[src/rtl/core_pkg.sv]
// Shared core types: XLEN, register-file geometry and the decoded instruction
// record carried through the issue stage.
`ifndef XLEN
`define XLEN 32
`endif

package core_pkg;

  localparam int XLEN            = `XLEN;
  localparam int NUM_REGS        = 32;
  localparam int REG_W           = 5;
  localparam int ISSUE_PAYLOAD_W = 32;

  typedef struct packed {
    logic [XLEN-1:0]            pc;
    logic [REG_W-1:0]           rs1;
    logic [REG_W-1:0]           rs2;
    logic [REG_W-1:0]           rd;
    logic                       uses_rs1;
    logic                       uses_rs2;
    logic                       writes_rd;
    logic [ISSUE_PAYLOAD_W-1:0] payload;
  } issue_instr_t;

  typedef struct packed {
    logic            ready;
    logic [XLEN-1:0] value;
  } src_res_t;

  // A pending register is only readable through a same-cycle bus hit.
  function automatic src_res_t resolve_src(
    input logic             uses,
    input logic [REG_W-1:0] idx,
    input logic             pend,
    input logic             hit,
    input logic [XLEN-1:0]  byp,
    input logic [XLEN-1:0]  rf
  );
    src_res_t r;
    r.ready = 1'b1;
    r.value = '0;
    if (uses && (idx != '0)) begin
      if (!pend) begin
        r.value = rf;
      end else if (hit) begin
        r.value = byp;
      end else begin
        r.ready = 1'b0;
      end
    end
    return r;
  endfunction

endpackage

[src/rtl/issue_bypass_scoreboard.sv]
// Per-register pending-write vector: cleared by completion buses, set on issue
// (set wins on a collision); x0 is never pending.
module issue_bypass_scoreboard
  import core_pkg::*;
#(
  parameter int NUM_CLR = 2
) (
  input  logic                     clk,
  input  logic                     rst,
  input  logic                     set_en,
  input  logic [REG_W-1:0]         set_idx,
  input  logic [NUM_CLR-1:0]       clr_valid,
  input  logic [NUM_CLR*REG_W-1:0] clr_idx,
  input  logic [REG_W-1:0]         rs1_idx,
  input  logic [REG_W-1:0]         rs2_idx,
  input  logic [REG_W-1:0]         rd_idx,
  output logic [NUM_REGS-1:0]      pending,
  output logic                     rs1_pend,
  output logic                     rs2_pend,
  output logic                     rd_pend
);

  logic [NUM_REGS-1:0] pending_reg;
  logic [NUM_REGS-1:0] pending_next;
  logic [NUM_REGS-1:0] clr_mask;
  logic [NUM_REGS-1:0] set_mask;

  always_comb begin
    clr_mask = '0;
    for (int i = 0; i < NUM_CLR; i++) begin
      if (clr_valid[i]) clr_mask[clr_idx[i*REG_W +: REG_W]] = 1'b1;
    end
    set_mask = '0;
    if (set_en) set_mask[set_idx] = 1'b1;
  end

  generate
    for (genvar gi = 0; gi < NUM_REGS; gi++) begin : g_bit
      if (gi == 0) begin : g_zero
        assign pending_next[gi] = 1'b0;
      end else begin : g_live
        assign pending_next[gi] = set_mask[gi] | (pending_reg[gi] & ~clr_mask[gi]);
      end
    end
  endgenerate

  always_ff @(posedge clk or negedge rst) begin
    if (!rst) begin
      pending_reg <= '0;
    end else begin
      pending_reg <= pending_next;
    end
  end

  assign pending  = pending_reg;
  assign rs1_pend = pending_reg[rs1_idx];
  assign rs2_pend = pending_reg[rs2_idx];
  assign rd_pend  = pending_reg[rd_idx];

endmodule

[src/rtl/issue_bypass.sv]
// Single-entry issue slot: reads operands from the register file, bypasses
// completion buses onto pending sources and stalls on RAW/WAW hazards.
module issue_bypass
  import core_pkg::*;
#(
  parameter int NUM_RES   = 2,
  parameter int PAYLOAD_W = 32
) (
  input  logic                     clk,
  input  logic                     rst,
  input  logic                     flush,
  input  logic                     in_valid,
  output logic                     in_ready,
  input  logic [XLEN-1:0]          in_pc,
  input  logic [4:0]               in_rs1,
  input  logic [4:0]               in_rs2,
  input  logic [4:0]               in_rd,
  input  logic                     in_uses_rs1,
  input  logic                     in_uses_rs2,
  input  logic                     in_writes_rd,
  input  logic [PAYLOAD_W-1:0]     in_payload,
  output logic [4:0]               rf_rs1_sel,
  output logic [4:0]               rf_rs2_sel,
  input  logic [XLEN-1:0]          rf_rs1_data,
  input  logic [XLEN-1:0]          rf_rs2_data,
  input  logic [NUM_RES-1:0]       res_valid,
  input  logic [NUM_RES*5-1:0]     res_rd,
  input  logic [NUM_RES*XLEN-1:0]  res_data,
  output logic                     out_valid,
  input  logic                     out_ready,
  output logic [XLEN-1:0]          out_pc,
  output logic [XLEN-1:0]          out_op1,
  output logic [XLEN-1:0]          out_op2,
  output logic [4:0]               out_rd,
  output logic                     out_writes_rd,
  output logic [PAYLOAD_W-1:0]     out_payload
);

  generate
    if (PAYLOAD_W != ISSUE_PAYLOAD_W) begin : g_bad_payload
      $error("issue_bypass: PAYLOAD_W must match core_pkg::ISSUE_PAYLOAD_W");
    end
  endgenerate

  issue_instr_t slot_reg;
  issue_instr_t in_instr;
  logic         slot_valid_reg;

  logic [NUM_REGS-1:0] pending_vec;
  logic                rs1_pend;
  logic                rs2_pend;
  logic                rd_pend;

  logic [NUM_RES-1:0] hit1;
  logic [NUM_RES-1:0] hit2;
  logic [NUM_RES-1:0] hit_rd;
  logic [XLEN-1:0]    byp1;
  logic [XLEN-1:0]    byp2;
  src_res_t           src1;
  src_res_t           src2;
  logic               waw_ok;
  logic               issue;
  logic               capture;

  generate
    for (genvar gi = 0; gi < NUM_RES; gi++) begin : g_hit
      assign hit1[gi]   = res_valid[gi] && (res_rd[gi*5 +: 5] == slot_reg.rs1);
      assign hit2[gi]   = res_valid[gi] && (res_rd[gi*5 +: 5] == slot_reg.rs2);
      assign hit_rd[gi] = res_valid[gi] && (res_rd[gi*5 +: 5] == slot_reg.rd);
    end
  endgenerate

  // At most one bus targets a given register, so OR-free priority is harmless.
  always_comb begin
    byp1 = '0;
    byp2 = '0;
    for (int i = 0; i < NUM_RES; i++) begin
      if (hit1[i]) byp1 = res_data[i*XLEN +: XLEN];
      if (hit2[i]) byp2 = res_data[i*XLEN +: XLEN];
    end
  end

  assign src1 = resolve_src(slot_reg.uses_rs1, slot_reg.rs1, rs1_pend, |hit1, byp1, rf_rs1_data);
  assign src2 = resolve_src(slot_reg.uses_rs2, slot_reg.rs2, rs2_pend, |hit2, byp2, rf_rs2_data);

  // A second writer may proceed only if the older write retires this cycle.
  assign waw_ok = !(slot_reg.writes_rd && (slot_reg.rd != '0) && rd_pend && !(|hit_rd));

  assign out_valid = slot_valid_reg && src1.ready && src2.ready && waw_ok && !flush;
  assign issue     = out_valid && out_ready;
  assign in_ready  = !slot_valid_reg || issue;
  assign capture   = in_valid && in_ready && !flush;

  always_comb begin
    in_instr           = '0;
    in_instr.pc        = in_pc;
    in_instr.rs1       = in_rs1;
    in_instr.rs2       = in_rs2;
    in_instr.rd        = in_rd;
    in_instr.uses_rs1  = in_uses_rs1;
    in_instr.uses_rs2  = in_uses_rs2;
    in_instr.writes_rd = in_writes_rd;
    in_instr.payload   = in_payload;
  end

  always_ff @(posedge clk or negedge rst) begin
    if (!rst) begin
      slot_valid_reg <= 1'b0;
      slot_reg       <= '0;
    end else if (flush) begin
      slot_valid_reg <= 1'b0;
    end else if (capture) begin
      slot_valid_reg <= 1'b1;
      slot_reg       <= in_instr;
    end else if (issue) begin
      slot_valid_reg <= 1'b0;
    end
  end

  issue_bypass_scoreboard #(
    .NUM_CLR(NUM_RES)
  ) u_scoreboard (
    .clk      (clk),
    .rst      (rst),
    .set_en   (issue && slot_reg.writes_rd),
    .set_idx  (slot_reg.rd),
    .clr_valid(res_valid),
    .clr_idx  (res_rd),
    .rs1_idx  (slot_reg.rs1),
    .rs2_idx  (slot_reg.rs2),
    .rd_idx   (slot_reg.rd),
    .pending  (pending_vec),
    .rs1_pend (rs1_pend),
    .rs2_pend (rs2_pend),
    .rd_pend  (rd_pend)
  );

  assign rf_rs1_sel    = slot_reg.rs1;
  assign rf_rs2_sel    = slot_reg.rs2;
  assign out_pc        = slot_reg.pc;
  assign out_op1       = src1.value;
  assign out_op2       = src2.value;
  assign out_rd        = slot_reg.rd;
  assign out_writes_rd = slot_reg.writes_rd;
  assign out_payload   = slot_reg.payload;

`ifndef SYNTHESIS
  generate
    for (genvar gi = 0; gi < NUM_RES; gi++) begin : g_chk
      a_res_pending : assert property (@(posedge clk) disable iff (!rst)
        res_valid[gi] |-> pending_vec[res_rd[gi*5 +: 5]]);
      for (genvar gj = gi + 1; gj < NUM_RES; gj++) begin : g_pair
        a_res_unique : assert property (@(posedge clk) disable iff (!rst)
          !(res_valid[gi] && res_valid[gj] && (res_rd[gi*5 +: 5] == res_rd[gj*5 +: 5])));
      end
    end
  endgenerate
`endif

endmodule

[config.mk]
export PLATFORM = sky130hd
export DESIGN_NAME = issue_bypass
export DESIGN_NICKNAME = d
export VERILOG_FILES = /design/src/rtl/core_pkg.sv /design/src/rtl/issue_bypass_scoreboard.sv /design/src/rtl/issue_bypass.sv
export SDC_FILE = /design/constraint.sdc
export NUM_CORES = 1
export LEC_CHECK = 0
export BUFFER_PORTS_ARGS = -buffer_cell sky130_fd_sc_hd__buf_2
export CORE_AREA = 2 2 146 148
export CTS_CLUSTER_SIZE = 30
export DETAILED_ROUTE_END_ITERATION = 8
export DIE_AREA = 0 0 148 150
export GPL_ROUTABILITY_DRIVEN = 0
export GPL_TIMING_DRIVEN = 0
export HOLD_SLACK_MARGIN = 0.15
export PLACE_DENSITY = 0.66
export SLEW_MARGIN = 10
export SYNTH_ARGS = -nofsm -noshare
export SYNTH_HDL_FRONTEND = slang
export SYNTH_SLANG_ARGS = --single-unit
[constraint.sdc]
create_clock -name clk -period 5.5 [get_ports clk]
set_input_delay 1.1 -clock clk [delete_from_list [all_inputs] [get_ports clk]]
set_output_delay 1.1 -clock clk [all_outputs]
set_load 0.03 [all_outputs]
==> results.txt <==
----------------------------------------------------
[Outcome]
  Status ... completed

[Die]
  Row count ... 53
  I/O pins ... 373
  Effective utilization at floorplan ... 40.37%
  Floorplan die height ... 150 µm
  Die outline area ... 22,200 µm²
  DIE WIDTH ... 148 µm
  Core ar. ... 20,690 µm²

[Synthesis]
  Netlist area before placement ... 8353 µm²
  Post-synthesis async set-or-reset flop share ... 100.0%
  Cell taking the most area after synthesis ... dfrtp_1
  Gate count of the mapped netlist ... 824
  Number of synthesized flops with an enable pin ... 0
  Most used flip-flop cell after synthesis ... dfrtp_1
  Most common cell in the synthesized netlist ... dfrtp_1
  Most common library cells after synthesis ... dfrtp_1, buf_4, mux2_4, a22oi_1, clkbuf_1
  Synthesized area divided by synthesized cell count ... 10.14 µm²
  Post-Synthesis Net Count ... 1,051
  Top post-synthesis cells by area ... dfrtp_1, mux2_4, buf_4
  Number of distinct standard cells referenced by the synthesized netlist ... 46
  Share of the yosys chip area belonging to registers ... 34.15%
  Synthesis Warnings ... 0
  Post-synthesis register bit count ... 114
  Top-area cell type share of the netlist area ... 34.15%

[Timing]
  Setup slack after layout ... 217.9 ps
  Total negative slack ... 0 ps
  Maximum clock rate ... 0.1893 GHz
  Unrepaired setup endpoints after global routing ... false
  Max-Slew Margin vs Limit ... 24.07%
  Tightest Pin Transition ... 1130 ps
  Final critical-path required period ... 5282 ps
  Number of slew-limit violations in the final report ... 0
  Total count of hold-check failures in the final report ... 0
  Portion of the clock cycle consumed by the worst path in the final layout ... 96.04%
  Layout Skew ... 14.13 ps
  Final setup viols ... 0

[Pwr]
  Leakage ... 5.322 nW
  Peak ir drop on the vdd network ... 0.0003378 V
  Total Power ... 7.070 mW
  Pwr dens ... 631.6 nW/µm²
  NetSw ... 3.448 mW
  Switch share ... 48.77%
  Combinational group share of total power ... 63.6%
  Internal power summed over all cells ... 3.622 mW
  Clock network power share ... 16.4%
  Sequential Power Share ... 20.0%

[Route]
  Total wire length after detailed routing ... 31.19 mm
  DRC violation total after the first TritonRoute iteration ... 514
  Number of nets with antenna violations after routing ... 0
  Number of iterations in the first detailed-routing pass ... 6
  Routed wire per std cell ... 20.71 µm
  Residual DRC count ... 0
  Vias per std cell ... 5.468
  Via count ... 8,235

[Placement]
  Count of buffers from port buffering ... 368
  Placed wire-length estimate ... 24.21 mm
  Total instance count after detailed placement ... 1,468
  Worst slack at placement ... 189.4 ps

[Setup path]
  Worst-path maximum fanout ... 10
  Element type at the critical path start ... primary input
  Most frequent CP cell ... clkbuf_1
  Worst stage delay on the critical path ... 520 ps
  Cell at the slowest stage of the critical path ... a211oi_1
  CP Cell Sequence ... buf_2 > clkbuf_1 > xor2_1 > nor4_1 > and3_1 > clkbuf_1 > nor2_1 > clkbuf_1 > a22oi_1 > a211oi_1 > buf_2
  Cell depth of the worst flop-to-flop path ... 10
  Critical Setup Path Class ... primary input to primary output
  Critical path required time ... 4400 ps
  Critical path capture point type ... primary output
  Arrival time of the worst setup path ... 4180 ps

[Global routing]
  Global-route wire length before repair ... 45.84 mm
  Overflow after GRT ... 0
  Number of antenna violations at the first check in global routing ... 9
  All-Layer GR Usage ... 27.13%
  Number of global-route vias before repair ... 8,071
  Pin count of the biggest net entering global routing ... 59

[Cells and area]
  Area overhead of the layout relative to synthesis ... 34.00%
  Non-filler instance count after layout ... 1,506
  Final nets ... 1,439
  Share of final-layout standard cells stronger than drive strength 1 ... 49.06%
  Final Core Density ... 54.10%

[Clock network]
  # clock sinks ... 114
  Maximum buffer depth of the clock tree ... 2
  Number of hold buffers added after cts ... 0
  Number of levels in the clock H-tree ... 4
  CTS tree ... yes
  Inserted Clock Buffers ... 17
  CTS Root Buffer Type ... clkbuf_16
  Insertion delay to the later sink of the worst-skew pair ... 420 ps
  Clock transition at path regs ... 60 ps
  Post-CTS setup buffer count ... 0
  Cts repair resizes ... 0

[Worst hold path]
  Worst min-delay path class ... flip-flop to flip-flop
  Number of cells on the worst hold path ... 1

[Job]
  Number of violations of the max-capacitance limit ... 0

----------------------------------------------------
## layer usage
metal  GRT usage, %  part of all wire, %
met1          32.84                   39
met4          11.24                  3.1
met2          45.30                   48
met3          7.957                  9.1
met5              0                0.087
## worst paths after layout
path | end | slack, ps | from
max reg2reg | out_payload[31] | 1870 | rf_rs2_sel[0]
min reg2reg | out_pc[25] | 510 | out_pc[25]
min | out_pc[25] | 510 | out_pc[25]
max in group asynchronous | u_scoreboard.pending[18] | 4200 | rst
max | out_op1[18] | 220 | res_rd[9]
min in group asynchronous | out_payload[23] | 630 | rst
## cell families after synthesis
group                  share of synthesized area, %
multiplexers                                  20.90
buffers and inverters                         11.76
flip-flops                                    34.15
AND/OR/NAND/NOR                               13.17
AO/OA/AOI/OAI                                 16.88
XOR/XNOR                                      3.146
## per-stage QoR
stage,area [µm²],hold slack [ps]
finish,11190,511.4
global route,11190,523.5
CTS,11180,512.8
detailed placement,10570,495.1
floorplan,8353,477.3
global placement,10540,492.4
## worst max-delay path: cells and delay by family
family | cells | cell delay, ps
compound gates | 2 | 650
xor+xnor | 1 | 210
buf+inv | 5 | 1520
simple gates | 3 | 700
## area by class of cell
type	count	area, µm²
diodes	6	15.01
fillers	1886	9497
plain buffers	155	970.9
inverters	3	11.26
flip-flops and latches	114	2853
repair buffers	369	1876
multi-input cells	552	4518
clock inverters	14	166.4
clock buffers	18	439.2
well taps	275	344.1
## placed cells by master (no fill, tap or decap), types with 7 or more instances in the layout
cell       netlist  final
xor2_1          22     22
buf_6            9     10
mux2i_1         24     24
o21ai_0         18     18
nand3_1         10     10
o31ai_1         18     18
clkbuf_1        49     49
nor4_1           7      7
nor3b_1          8      8
xnor2_1          8      8
clkbuf_16        0     17
mux4_2          11     11
dfrtp_1        114    114
buf_4           83     83
a221oi_1        34     34
a22oi_1         64     64
nor2_1          46     46
nor2b_1         37     37
nor3_1          37     37
buf_2            8    375
a211oi_1        34     34
mux2_4          80     80
nand2_1         43     43
## power groups by stage
stage	Clock, mW	Sequential (mW)	Combinational [mW]
3_3_place_gp	0	1.42	4.44
3_5_place_dp	0	1.41	4.48
2_1_floorplan	0	1.33	3.35
4_1_cts	1.18	1.41	4.49
6_report	1.16	1.41	4.50
5_1_grt	1.21	1.46	4.75
Note: power is estimated with default switching activity, not from simulation.
